File: config.mk
export PLATFORM = sky130hd
export DESIGN_NAME = init_loader_flat
export DESIGN_NICKNAME = d
export VERILOG_FILES = /design/src/rtl/init_pkg.sv /design/src/rtl/init_loader_if.sv /design/src/rtl/init_stream_tracker.sv /design/src/rtl/init_loader.sv /design/src/flat_wrapper.sv
export SDC_FILE = /design/constraint.sdc
export NUM_CORES = 1
export LEC_CHECK = 0
export ABC_AREA = 1
export CAP_MARGIN = 20
export CELL_PAD_IN_SITES_DETAIL_PLACEMENT = 0
export CELL_PAD_IN_SITES_GLOBAL_PLACEMENT = 1
export CORE_MARGIN = 3
export CORE_UTILIZATION = 34
export DETAILED_ROUTE_END_ITERATION = 10
export PLACE_DENSITY_LB_ADDON = 0.1
export SLEW_MARGIN = 40
export SYNTH_ARGS = -nofsm -noshare
export SYNTH_HDL_FRONTEND = slang
export SYNTH_SLANG_ARGS = --single-unit
File: constraint.sdc
create_clock -name clk -period 12.1 [get_ports clk]
set_input_delay 3.025 -clock clk [delete_from_list [all_inputs] [get_ports clk]]
set_output_delay 3.025 -clock clk [all_outputs]
set_load 0.01 [all_outputs]
File: src/rtl/init_pkg.sv
// rtl/init_pkg.sv - shared depths, widths, timeout and FSM states for the boot-time array loader
package init_pkg;

    localparam int BTB_DEPTH  = 256;
    localparam int BTB_AW     = 8;
    localparam int BTB_DW     = 40;
    localparam int BHT_DEPTH  = 256;
    localparam int BHT_AW     = 8;
    localparam int BHT_DW     = 2;
    localparam int REG_DEPTH  = 32;
    localparam int REG_AW     = 5;
    localparam int REG_DW     = 32;
    localparam int MEM_DEPTH  = 27;
    localparam int MEM_AW     = 5;
    localparam int MEM_DW     = 32;
    localparam int MEM_ADDR_W = 32;
    localparam int TIMEOUT    = 1024;
    localparam int TMR_W      = 11;

    typedef enum logic [1:0] {LOAD, DONE, ERR} init_state_t;

endpackage

File: src/rtl/init_loader_if.sv
// rtl/init_loader_if.sv - init streams in, array write ports and boot status out
interface init_loader_if;
    import init_pkg::*;

    logic [BTB_DW-1:0]     btb_init;
    logic [BTB_AW-1:0]     btb_addr;
    logic [BHT_DW-1:0]     bht_init;
    logic [BHT_AW-1:0]     bht_addr;
    logic [REG_DW-1:0]     reg_init;
    logic [REG_AW-1:0]     reg_addr;
    logic [MEM_DW-1:0]     mem_init;
    logic [MEM_ADDR_W-1:0] mem_addr;

    logic                  btb_we_o;
    logic [BTB_AW-1:0]     btb_waddr_o;
    logic [BTB_DW-1:0]     btb_wdata_o;
    logic                  bht_we_o;
    logic [BHT_AW-1:0]     bht_waddr_o;
    logic [BHT_DW-1:0]     bht_wdata_o;
    logic                  rf_we_o;
    logic [REG_AW-1:0]     rf_waddr_o;
    logic [REG_DW-1:0]     rf_wdata_o;
    logic                  dmem_we_o;
    logic [MEM_ADDR_W-1:0] dmem_waddr_o;
    logic [MEM_DW-1:0]     dmem_wdata_o;
    logic                  cpu_rst_o;
    logic                  init_done_o;
    logic                  init_err_o;

    modport master (
        input  btb_init, btb_addr, bht_init, bht_addr,
        input  reg_init, reg_addr, mem_init, mem_addr,
        output btb_we_o, btb_waddr_o, btb_wdata_o,
        output bht_we_o, bht_waddr_o, bht_wdata_o,
        output rf_we_o, rf_waddr_o, rf_wdata_o,
        output dmem_we_o, dmem_waddr_o, dmem_wdata_o,
        output cpu_rst_o, init_done_o, init_err_o
    );

    modport slave (
        output btb_init, btb_addr, bht_init, bht_addr,
        output reg_init, reg_addr, mem_init, mem_addr,
        input  btb_we_o, btb_waddr_o, btb_wdata_o,
        input  bht_we_o, bht_waddr_o, bht_wdata_o,
        input  rf_we_o, rf_waddr_o, rf_wdata_o,
        input  dmem_we_o, dmem_waddr_o, dmem_wdata_o,
        input  cpu_rst_o, init_done_o, init_err_o
    );

endinterface

File: src/rtl/init_stream_tracker.sv
// rtl/init_stream_tracker.sv - picks each index once, in order, off a wrapping init stream
module init_stream_tracker #(
    parameter int DEPTH = 256,
    parameter int AW    = 8,
    parameter int DW    = 40,
    parameter int LAG   = 0
) (
    input  logic          clk,
    input  logic          rst,
    input  logic          en,
    input  logic          addr_ok,
    input  logic [AW-1:0] addr,
    input  logic [DW-1:0] data,
    output logic          we,
    output logic [AW-1:0] waddr,
    output logic [DW-1:0] wdata,
    output logic          done
);

    localparam logic [AW-1:0] LAST = AW'(DEPTH - 1);

    logic [AW-1:0] exp_idx;
    logic [AW-1:0] cmp_addr;
    logic          cmp_ok;
    logic          hit;

    // With LAG=1 the data on the wire belongs to last cycle's address.
    generate
        if (LAG != 0) begin : g_lag
            logic [AW-1:0] addr_d;
            logic          ok_d;
            always_ff @(posedge clk or posedge rst) begin
                if (rst) begin
                    addr_d <= '0;
                    ok_d   <= 1'b0;
                end else begin
                    addr_d <= addr;
                    ok_d   <= addr_ok;
                end
            end
            assign cmp_addr = addr_d;
            assign cmp_ok   = ok_d;
        end else begin : g_nolag
            assign cmp_addr = addr;
            assign cmp_ok   = addr_ok;
        end
    endgenerate

    assign hit = en & cmp_ok & ~done & (cmp_addr == exp_idx);

    always_ff @(posedge clk or posedge rst) begin
        if (rst) begin
            we      <= 1'b0;
            waddr   <= '0;
            wdata   <= '0;
            done    <= 1'b0;
            exp_idx <= '0;
        end else begin
            we <= hit;
            if (hit) begin
                waddr <= cmp_addr;
                wdata <= data;
                if (exp_idx == LAST) begin
                    done <= 1'b1;
                end else begin
                    exp_idx <= exp_idx + 1'b1;
                end
            end
        end
    end

endmodule

File: src/rtl/init_loader.sv
// rtl/init_loader.sv - sequences the four init streams into array writes and gates core reset
module init_loader
    import init_pkg::*;
(
    input  logic         clk,
    input  logic         rst_i,
    init_loader_if.master bus
);

    init_state_t        state;
    logic [TMR_W-1:0]   tmr;
    logic               tmr_hit;
    logic               en;
    logic               btb_done, bht_done, rf_done, dmem_done;
    logic               all_done;
    logic [REG_DW-1:0]  reg_data;
    logic               mem_ok;
    logic [MEM_AW-1:0]  mem_idx;

    assign tmr_hit  = (tmr == TMR_W'(TIMEOUT));
    // Nothing is captured on the timeout cycle, so no strobe can land with the error flag.
    assign en       = (state == LOAD) && !tmr_hit;
    assign all_done = btb_done & bht_done & rf_done & dmem_done;
    assign reg_data = (bus.reg_addr == '0) ? '0 : bus.reg_init;
    assign mem_ok   = ~|bus.mem_addr[MEM_ADDR_W-1:MEM_AW];

    init_stream_tracker #(.DEPTH(BTB_DEPTH), .AW(BTB_AW), .DW(BTB_DW), .LAG(0)) u_btb (
        .clk(clk), .rst(rst_i), .en(en), .addr_ok(1'b1),
        .addr(bus.btb_addr), .data(bus.btb_init),
        .we(bus.btb_we_o), .waddr(bus.btb_waddr_o), .wdata(bus.btb_wdata_o), .done(btb_done)
    );

    init_stream_tracker #(.DEPTH(BHT_DEPTH), .AW(BHT_AW), .DW(BHT_DW), .LAG(0)) u_bht (
        .clk(clk), .rst(rst_i), .en(en), .addr_ok(1'b1),
        .addr(bus.bht_addr), .data(bus.bht_init),
        .we(bus.bht_we_o), .waddr(bus.bht_waddr_o), .wdata(bus.bht_wdata_o), .done(bht_done)
    );

    init_stream_tracker #(.DEPTH(REG_DEPTH), .AW(REG_AW), .DW(REG_DW), .LAG(0)) u_rf (
        .clk(clk), .rst(rst_i), .en(en), .addr_ok(1'b1),
        .addr(bus.reg_addr), .data(reg_data),
        .we(bus.rf_we_o), .waddr(bus.rf_waddr_o), .wdata(bus.rf_wdata_o), .done(rf_done)
    );

    init_stream_tracker #(.DEPTH(MEM_DEPTH), .AW(MEM_AW), .DW(MEM_DW), .LAG(1)) u_dmem (
        .clk(clk), .rst(rst_i), .en(en), .addr_ok(mem_ok),
        .addr(bus.mem_addr[MEM_AW-1:0]), .data(bus.mem_init),
        .we(bus.dmem_we_o), .waddr(mem_idx), .wdata(bus.dmem_wdata_o), .done(dmem_done)
    );

    assign bus.dmem_waddr_o = {{(MEM_ADDR_W-MEM_AW-2){1'b0}}, mem_idx, 2'b00};

    always_ff @(posedge clk or posedge rst_i) begin
        if (rst_i) begin
            state           <= LOAD;
            tmr             <= '0;
            bus.cpu_rst_o   <= 1'b1;
            bus.init_done_o <= 1'b0;
            bus.init_err_o  <= 1'b0;
        end else begin
            if (!tmr_hit) begin
                tmr <= tmr + 1'b1;
            end
            case (state)
                LOAD: begin
                    if (all_done) begin
                        state           <= DONE;
                        bus.init_done_o <= 1'b1;
                        bus.cpu_rst_o   <= 1'b0;
                    end else if (tmr_hit) begin
                        state          <= ERR;
                        bus.init_err_o <= 1'b1;
                    end
                end
                default: ;
            endcase
        end
    end

endmodule

File: src/flat_wrapper.sv
// flat-port wrapper written by rule: the top's interface ports become plain ports
module init_loader_flat import init_pkg::*;
  (clk, rst_i, bus_btb_init, bus_btb_addr, bus_bht_init, bus_bht_addr, bus_reg_init, bus_reg_addr, bus_mem_init, bus_mem_addr, bus_btb_we_o, bus_btb_waddr_o, bus_btb_wdata_o, bus_bht_we_o, bus_bht_waddr_o, bus_bht_wdata_o, bus_rf_we_o, bus_rf_waddr_o, bus_rf_wdata_o, bus_dmem_we_o, bus_dmem_waddr_o, bus_dmem_wdata_o, bus_cpu_rst_o, bus_init_done_o, bus_init_err_o);
  init_loader_if bus_i ();
  input  logic clk;
  input  logic rst_i;
  input wire logic [$bits(bus_i.btb_init)-1:0] bus_btb_init;
  input wire logic [$bits(bus_i.btb_addr)-1:0] bus_btb_addr;
  input wire logic [$bits(bus_i.bht_init)-1:0] bus_bht_init;
  input wire logic [$bits(bus_i.bht_addr)-1:0] bus_bht_addr;
  input wire logic [$bits(bus_i.reg_init)-1:0] bus_reg_init;
  input wire logic [$bits(bus_i.reg_addr)-1:0] bus_reg_addr;
  input wire logic [$bits(bus_i.mem_init)-1:0] bus_mem_init;
  input wire logic [$bits(bus_i.mem_addr)-1:0] bus_mem_addr;
  output wire logic [$bits(bus_i.btb_we_o)-1:0] bus_btb_we_o;
  output wire logic [$bits(bus_i.btb_waddr_o)-1:0] bus_btb_waddr_o;
  output wire logic [$bits(bus_i.btb_wdata_o)-1:0] bus_btb_wdata_o;
  output wire logic [$bits(bus_i.bht_we_o)-1:0] bus_bht_we_o;
  output wire logic [$bits(bus_i.bht_waddr_o)-1:0] bus_bht_waddr_o;
  output wire logic [$bits(bus_i.bht_wdata_o)-1:0] bus_bht_wdata_o;
  output wire logic [$bits(bus_i.rf_we_o)-1:0] bus_rf_we_o;
  output wire logic [$bits(bus_i.rf_waddr_o)-1:0] bus_rf_waddr_o;
  output wire logic [$bits(bus_i.rf_wdata_o)-1:0] bus_rf_wdata_o;
  output wire logic [$bits(bus_i.dmem_we_o)-1:0] bus_dmem_we_o;
  output wire logic [$bits(bus_i.dmem_waddr_o)-1:0] bus_dmem_waddr_o;
  output wire logic [$bits(bus_i.dmem_wdata_o)-1:0] bus_dmem_wdata_o;
  output wire logic [$bits(bus_i.cpu_rst_o)-1:0] bus_cpu_rst_o;
  output wire logic [$bits(bus_i.init_done_o)-1:0] bus_init_done_o;
  output wire logic [$bits(bus_i.init_err_o)-1:0] bus_init_err_o;
  assign bus_i.btb_init = bus_btb_init;
  assign bus_i.btb_addr = bus_btb_addr;
  assign bus_i.bht_init = bus_bht_init;
  assign bus_i.bht_addr = bus_bht_addr;
  assign bus_i.reg_init = bus_reg_init;
  assign bus_i.reg_addr = bus_reg_addr;
  assign bus_i.mem_init = bus_mem_init;
  assign bus_i.mem_addr = bus_mem_addr;
  assign bus_btb_we_o = bus_i.btb_we_o;
  assign bus_btb_waddr_o = bus_i.btb_waddr_o;
  assign bus_btb_wdata_o = bus_i.btb_wdata_o;
  assign bus_bht_we_o = bus_i.bht_we_o;
  assign bus_bht_waddr_o = bus_i.bht_waddr_o;
  assign bus_bht_wdata_o = bus_i.bht_wdata_o;
  assign bus_rf_we_o = bus_i.rf_we_o;
  assign bus_rf_waddr_o = bus_i.rf_waddr_o;
  assign bus_rf_wdata_o = bus_i.rf_wdata_o;
  assign bus_dmem_we_o = bus_i.dmem_we_o;
  assign bus_dmem_waddr_o = bus_i.dmem_waddr_o;
  assign bus_dmem_wdata_o = bus_i.dmem_wdata_o;
  assign bus_cpu_rst_o = bus_i.cpu_rst_o;
  assign bus_init_done_o = bus_i.init_done_o;
  assign bus_init_err_o = bus_i.init_err_o;
  init_loader u_core (.clk(clk), .rst_i(rst_i), .bus(bus_i));
endmodule
Yosys cells after proc, flatten, opt, wreduce, memory -nomap -nowiden. Cells that the tools add are included. Widths: inputs -> output; s select.

Flip-flop bits (word level): 188. Bits of input ports: 161. Output and inout bits: 166. Logic and storage cells: 83.

Add/subtract/negate cells: 5. Eq/ne operators: 9. Mux-type cells: 3. Bitwise operators: 21. Reductions and logical operators: 18.

Operators with widths (count): $mux 32 (1); $reduce_or 27->1 (1); $reduce_and 2->1 (10); $add 8x1->8 const B (2); $eq 8x8->1 (2); $eq 8x8->1 const B (2); $and 1x1->1 (12); $add 11x1->11 const B (1); $eq 11x11->1 const B (1); $add 5x1->5 const B (2); $eq 5x5->1 (2); $eq 5x5->1 const B (2); $not 1->1 (9); $logic_not 5->1 (1); $mux 2 (2); $reduce_and 3->1 (1); $logic_not 1->1 (2); $logic_not 2->1 (1); $reduce_bool 2->1 (1); $logic_and 1x1->1 (1).

Longest topological paths before layout.
Word-level depth: 7. Mapped depth: 12. Depth with buffers taken out: 10.

By module. A second synthesis with hierarchy kept.

Cells, all modules: 1166. Area total of the unflattened synthesis: 9257.6 sq um.

Modules (own cells, without submodules): init_stream_tracker at u_core.u_btb (times used 1, cells an instance 322, area each 2575.0 sq um, seq. area each 1451.4 sq um); init_stream_tracker at u_core.u_dmem (times used 1, cells an instance 228, area each 2120.8 sq um, seq. area each 1251.2 sq um); init_stream_tracker at u_core.u_rf (times used 1, cells an instance 233, area each 1925.6 sq um, seq. area each 1101.1 sq um); init_loader (times used 1, cells an instance 224, area each 1405.1 sq um, seq. area each 401.6 sq um); init_stream_tracker at u_core.u_bht (times used 1, cells an instance 159, area each 1231.2 sq um, seq. area each 500.5 sq um).

Least setup slack after synthesis. OpenSTA, ideal clock, no wires.

Path kind: input port to flip-flop. Start: in bus_reg_addr[1]. End: reg u_core.u_rf.wdata[1]. Setup time: 0.130 ns. Arrival time: 4.013 ns. Required time: 11.970 ns. Path slack: 7.957 ns. Stages: 11. Buffers on the path: 2. Cells stage by stage: inv_1 > nand2_1 > nand2_1 > a21oi_1 > nand2_1 > nor2_2 > nand2_2 > buf_6 > buf_4 > nand2_1 > o21ai_0.

Cells in the longest elaborated chain, start to end: 2. Elaborated cells on any way between the ends: 4. Classes of those cells: eq/ne (1); mux (1); bitwise (1); reduce/logical (1).

Ends and longest elaborated chain: start: declaration (line flat_wrapper.sv:12) `input wire logic [$bits(bus_i.reg_addr)-1:0] bus_reg_addr;`; $eq 5x5->1 / $logic_not 5->1 (equally long branches) (line init_stream_tracker.sv:49, init_loader.sv:24); $and 1x1->1 / $mux 32 (equally long branches) (line init_stream_tracker.sv:49, init_loader.sv:24); end signal: assignment (line init_stream_tracker.sv:62) `wdata <= data;`; end: declaration (line init_stream_tracker.sv:16) `output logic [DW-1:0] wdata,`.

Parallel ways exist; a longest one is shown, timed or not. A chain may end at the register's enable or synchronous reset.

Final worst setup path.
Start: in bus_btb_addr[4]. End: reg u_core.u_btb.wdata[20].

Cells in the longest elaborated chain, start to end: 2.

Ends and longest elaborated chain: start: declaration (line flat_wrapper.sv:8) `input wire logic [$bits(bus_i.btb_addr)-1:0] bus_btb_addr;`; $eq 8x8->1 (line init_stream_tracker.sv:49) `assign hit = en & cmp_ok & ~done & (cmp_addr == exp_idx);`; $and 1x1->1 (line init_stream_tracker.sv:49); end signal: assignment (line init_stream_tracker.sv:62); end: declaration (line init_stream_tracker.sv:16).

No other way between the ends.

==> out/results.md <==
- completed — run status
- 56 — number of rows created at floorplan
- 0.740 — final weighted congestion in routability-driven placement
- 5.88 nW — Static Leakage
- 42.0% — fin crit share
- 4 — number of levels in the clock H-tree
- 2.51% — parity-gate share of the synthesized area counting xor and xnor cells
- 5080 ps — time the worst path needs with I/O delays and setup
- 0 — Gates resized, CTS repair
- 9 — worst reg2reg path depth
- 299 — count of input and output buffers
- 4.39 — mean number of vias per cell
- flop — Worst Setup End Kind
- 0 — total number of yosys warnings
- 50.9% — post-layout util
- 27.9% — Simple-Gate Fraction of Synth Area
- 16.5% — global-route usage over all layers
- 26600 um2 — floorplan die area
- sky130_fd_sc_hd__dfrtp_1 — Most used DFF post-synth
- 0 — # DRC
- sky130_fd_sc_hd__dfrtp_1, sky130_fd_sc_hd__nand2_1, sky130_fd_sc_hd__o21ai_0 — top post-synthesis cells by area
- 0 — # Max-Cap Violations
- 0 ps — setup TNS after final layout
- sky130_fd_sc_hd__nand2_1 — most instantiated library cell after synthesis
- sky130_fd_sc_hd__inv_2 — slowest CP cell
- 0 — number of synthesized flops with an enable pin
- simple AND/OR/NAND/NOR gates — combinational family with the most area after synthesis
- 197 MHz — Highest Clock Rate
- 163 um — Die X-Extent
- sky130_fd_sc_hd__dfrtp_1 — post-synthesis cell type with the largest combined area
- built — TritonCTS clock tree
- 0 — number of antenna repair diodes
- 0 — antenna violations before repair
- 35.2% — Starting Density
- 5440 ps — arrival time reported for the critical path endpoint
- 487 — number of DRC violations after detailed-routing iteration 0
- 136 — maximum number of pins on one net before global-route repair
- 23800 um2 — total core area
- 2 — cell depth of the worst min-delay path
- 11500 um2 — placement-stage cell area
- 3110 um2 — area taken by multi-input logic gates
- 4710 um2 — register cell area after layout
- 114 nW/um2 — cell area power density
- 430 ps — worst skew pair latency
- sky130_fd_sc_hd__nand2_1 — cell type with the highest occurrence count on the critical path
- 2309 — Layout fillers
- 22200 um — detailed-route wire length
- 1447 — Total Nets Final
- 100% — fraction of registers with async set/reset
- clkdlybuf4s50_1 > inv_1 > nand2_1 > nand2_1 > nor2_1 > nand2_2 > nor2_8 > nand2_4 > inv_2 > nand2_1 > nand2_1 — series of cell instances along the critical path
- 56.2% — sequential area share after synthesis
- in2reg — critical path type
- 0 — Remaining Overflow, GRT
- 0 — post-detailed-route count of antenna-violating nets
- 1.38 mW — overall power
- 0.0663 mV — worst IR drop on VDD
- 8380 um2 — netlist area before placement
- 758 ps — transition time of the tightest slew-check pin
- 990 — instance count of the mapped netlist
- 13.8 um — mean routed wirelength per cell
- 188 — total clock sinks
- 1610 — final cell count without fillers
- 1.19% — adder and majority gate portion of the synthesized area
- 188 — synthesis-stage register bit count
- 55.9% — share of the synthesized area in the top cell type
- 2 — Max Root-Sink Buffers
- 12460 ps — data required time of the critical path
- sky130_fd_sc_hd__nand2_1, sky130_fd_sc_hd__dfrtp_1, sky130_fd_sc_hd__inv_1 — most instantiated cells after synthesis
- 6792 — via count of the first global-routing pass
- 0 — Hold Violations, Final
- sky130_fd_sc_hd__clkbuf_16 — CTS Root Buffer Type
- 17 — TritonCTS Buffers
- 8.46 um2 — average cell area after synthesis
- 12100 um2 — post-route design area
- 49.4% — headroom to the max-slew limit
- 0 — number of setup buffers added after CTS
- 17.4 ps — clock skew
- 35500 um — global-route wire length before repair
- 4 — number of search-and-repair iterations in the first detailed-routing pass
- 0 — number of hold buffers added after cts
- 1578 — count of placed standard cells including taps
- primary input — category of the worst setup path launch point
- no — unrepaired setup endpoints after global routing
- 15700 um — post-detailed-placement half-perimeter wirelength
- 710 ps — Worst path max stage delay
- 0 — Max Slew Vio Count
- 7071 — via count
- 58 — maximum fanout count along the critical path
- 327 — number of primary I/O pins
- 0% — share of cell area taken by muxes after synthesis
- 70 ps — clock transition time at the flip-flop clock pins of the worst setup and hold paths
- 163 um — Die Span Y
- 34 — number of distinct library cell variants in the gate-level netlist after synthesis
- 4.35% — post-synthesis compound-gate area fraction
- 44.8% — post-synthesis to final-layout area growth
- reg2reg — worst hold path class
- 0 — setup-violating endpoint count in the final report
- 4.73% — layout cell share with drive strength beyond 1
-- placed cells by master, fill, tap and decap left out, drive strengths merged --
| cell type | Yosys | layout |
|---|---|---|
| buf | 52 | 5 |
| o21ai | 64 | 64 |
| or2 | 2 | 2 |
| xor2 | 21 | 21 |
| and3 | 1 | 1 |
| dfrtp | 187 | 187 |
| xnor2 | 3 | 3 |
| nand2 | 464 | 464 |
| nor4 | 6 | 6 |
| o21bai | 2 | 2 |
| inv | 68 | 75 |
| o211ai | 1 | 1 |
| nor2 | 36 | 36 |
| dfstp | 1 | 1 |
| conb | 1 | 27 |
| ha | 8 | 8 |
| nand4 | 23 | 23 |
| nand3b | 1 | 1 |
| bufinv | 0 | 2 |
| nor3 | 8 | 8 |
| nand3 | 30 | 30 |
| clkbuf | 9 | 18 |
| clkinv | 0 | 4 |
| a21oi | 2 | 2 |
| clkdlybuf4s50 | 0 | 299 |
| clkinvlp | 0 | 1 |
-- final timing paths --
kind,from,end,slack (ps)
setup / recovery,bus_btb_addr[4],u_core.u_btb.wdata[20],7020
max in group asynchronous,rst_i,u_core.u_btb.wdata[28],7650
min in group asynchronous,rst_i,u_core.u_rf.wdata[28],3180
hold / removal,u_core.bus.cpu_rst_o,u_core.bus.cpu_rst_o,450
setup reg to reg,u_core.tmr[0],u_core.u_btb.wdata[20],9520
hold reg to reg,u_core.bus.cpu_rst_o,u_core.bus.cpu_rst_o,450
-- report_power, final --
part / switching, mW / internal (mW)
Combinational: 0.0562 / 0.0828
Sequential: 0.0105 / 0.645
Clock: 0.264 / 0.319
-- metrics by stage --
step	setup slack, ps	hold WS [ps]
floorplan	3960	445
global route	6730	468
CTS	6920	464
global placement	6530	433
detailed placement	6500	436
finish	7020	454
-- registers in the layout, indices dropped and copies added (netlist names), 2 cells and up --
signal	count
u_core.state	2
u_core.tmr	11
u_core.u_bht.exp_idx	8
u_core.u_bht.waddr	8
u_core.u_bht.wdata	2
u_core.u_btb.exp_idx	8
u_core.u_btb.waddr	8
u_core.u_btb.wdata	40
u_core.u_dmem.cmp_addr	5
u_core.u_dmem.exp_idx	5
u_core.u_dmem.waddr	5
u_core.u_dmem.wdata	32
u_core.u_rf.exp_idx	5
u_core.u_rf.waddr	5
u_core.u_rf.wdata	32
-- critical path: cells and delay by family --
| family | cells | cell delay, ps |
|---|---|---|
| buf+inv | 3 | 1250 |
| simple gates | 8 | 1110 |
-- cell families (layout without fill, tap and decap cells) --
kind of cell / count (synthesis) / count (layout)
AND/OR/NAND/NOR: 571 / 571
flip-flops: 188 / 188
other: 1 / 27
AO/OA/AOI/OAI: 69 / 69
XOR/XNOR: 24 / 24
buffers and inverters: 129 / 404
adder cells (fa/ha/maj): 8 / 8
-- routing by layer --
metal,track usage [%],vias up,part of all wire (%)
met4,3.92,0,0.46
met1,22.4,3228,46
met3,4.40,4,6.6
met5,0,-,0
met2,26.6,235,47
li1,-,3604,-
-- final cells by class --
class / instances / area share [%]
well taps: 319 / 3.29
flip-flops and latches: 188 / 38.8
multi-input cells: 699 / 25.7
clock buffers: 18 / 3.62
repair buffers: 304 / 25.0
inverters: 68 / 2.21
clock inverters: 14 / 1.44
Note: power is estimated with default switching activity, not from simulation.
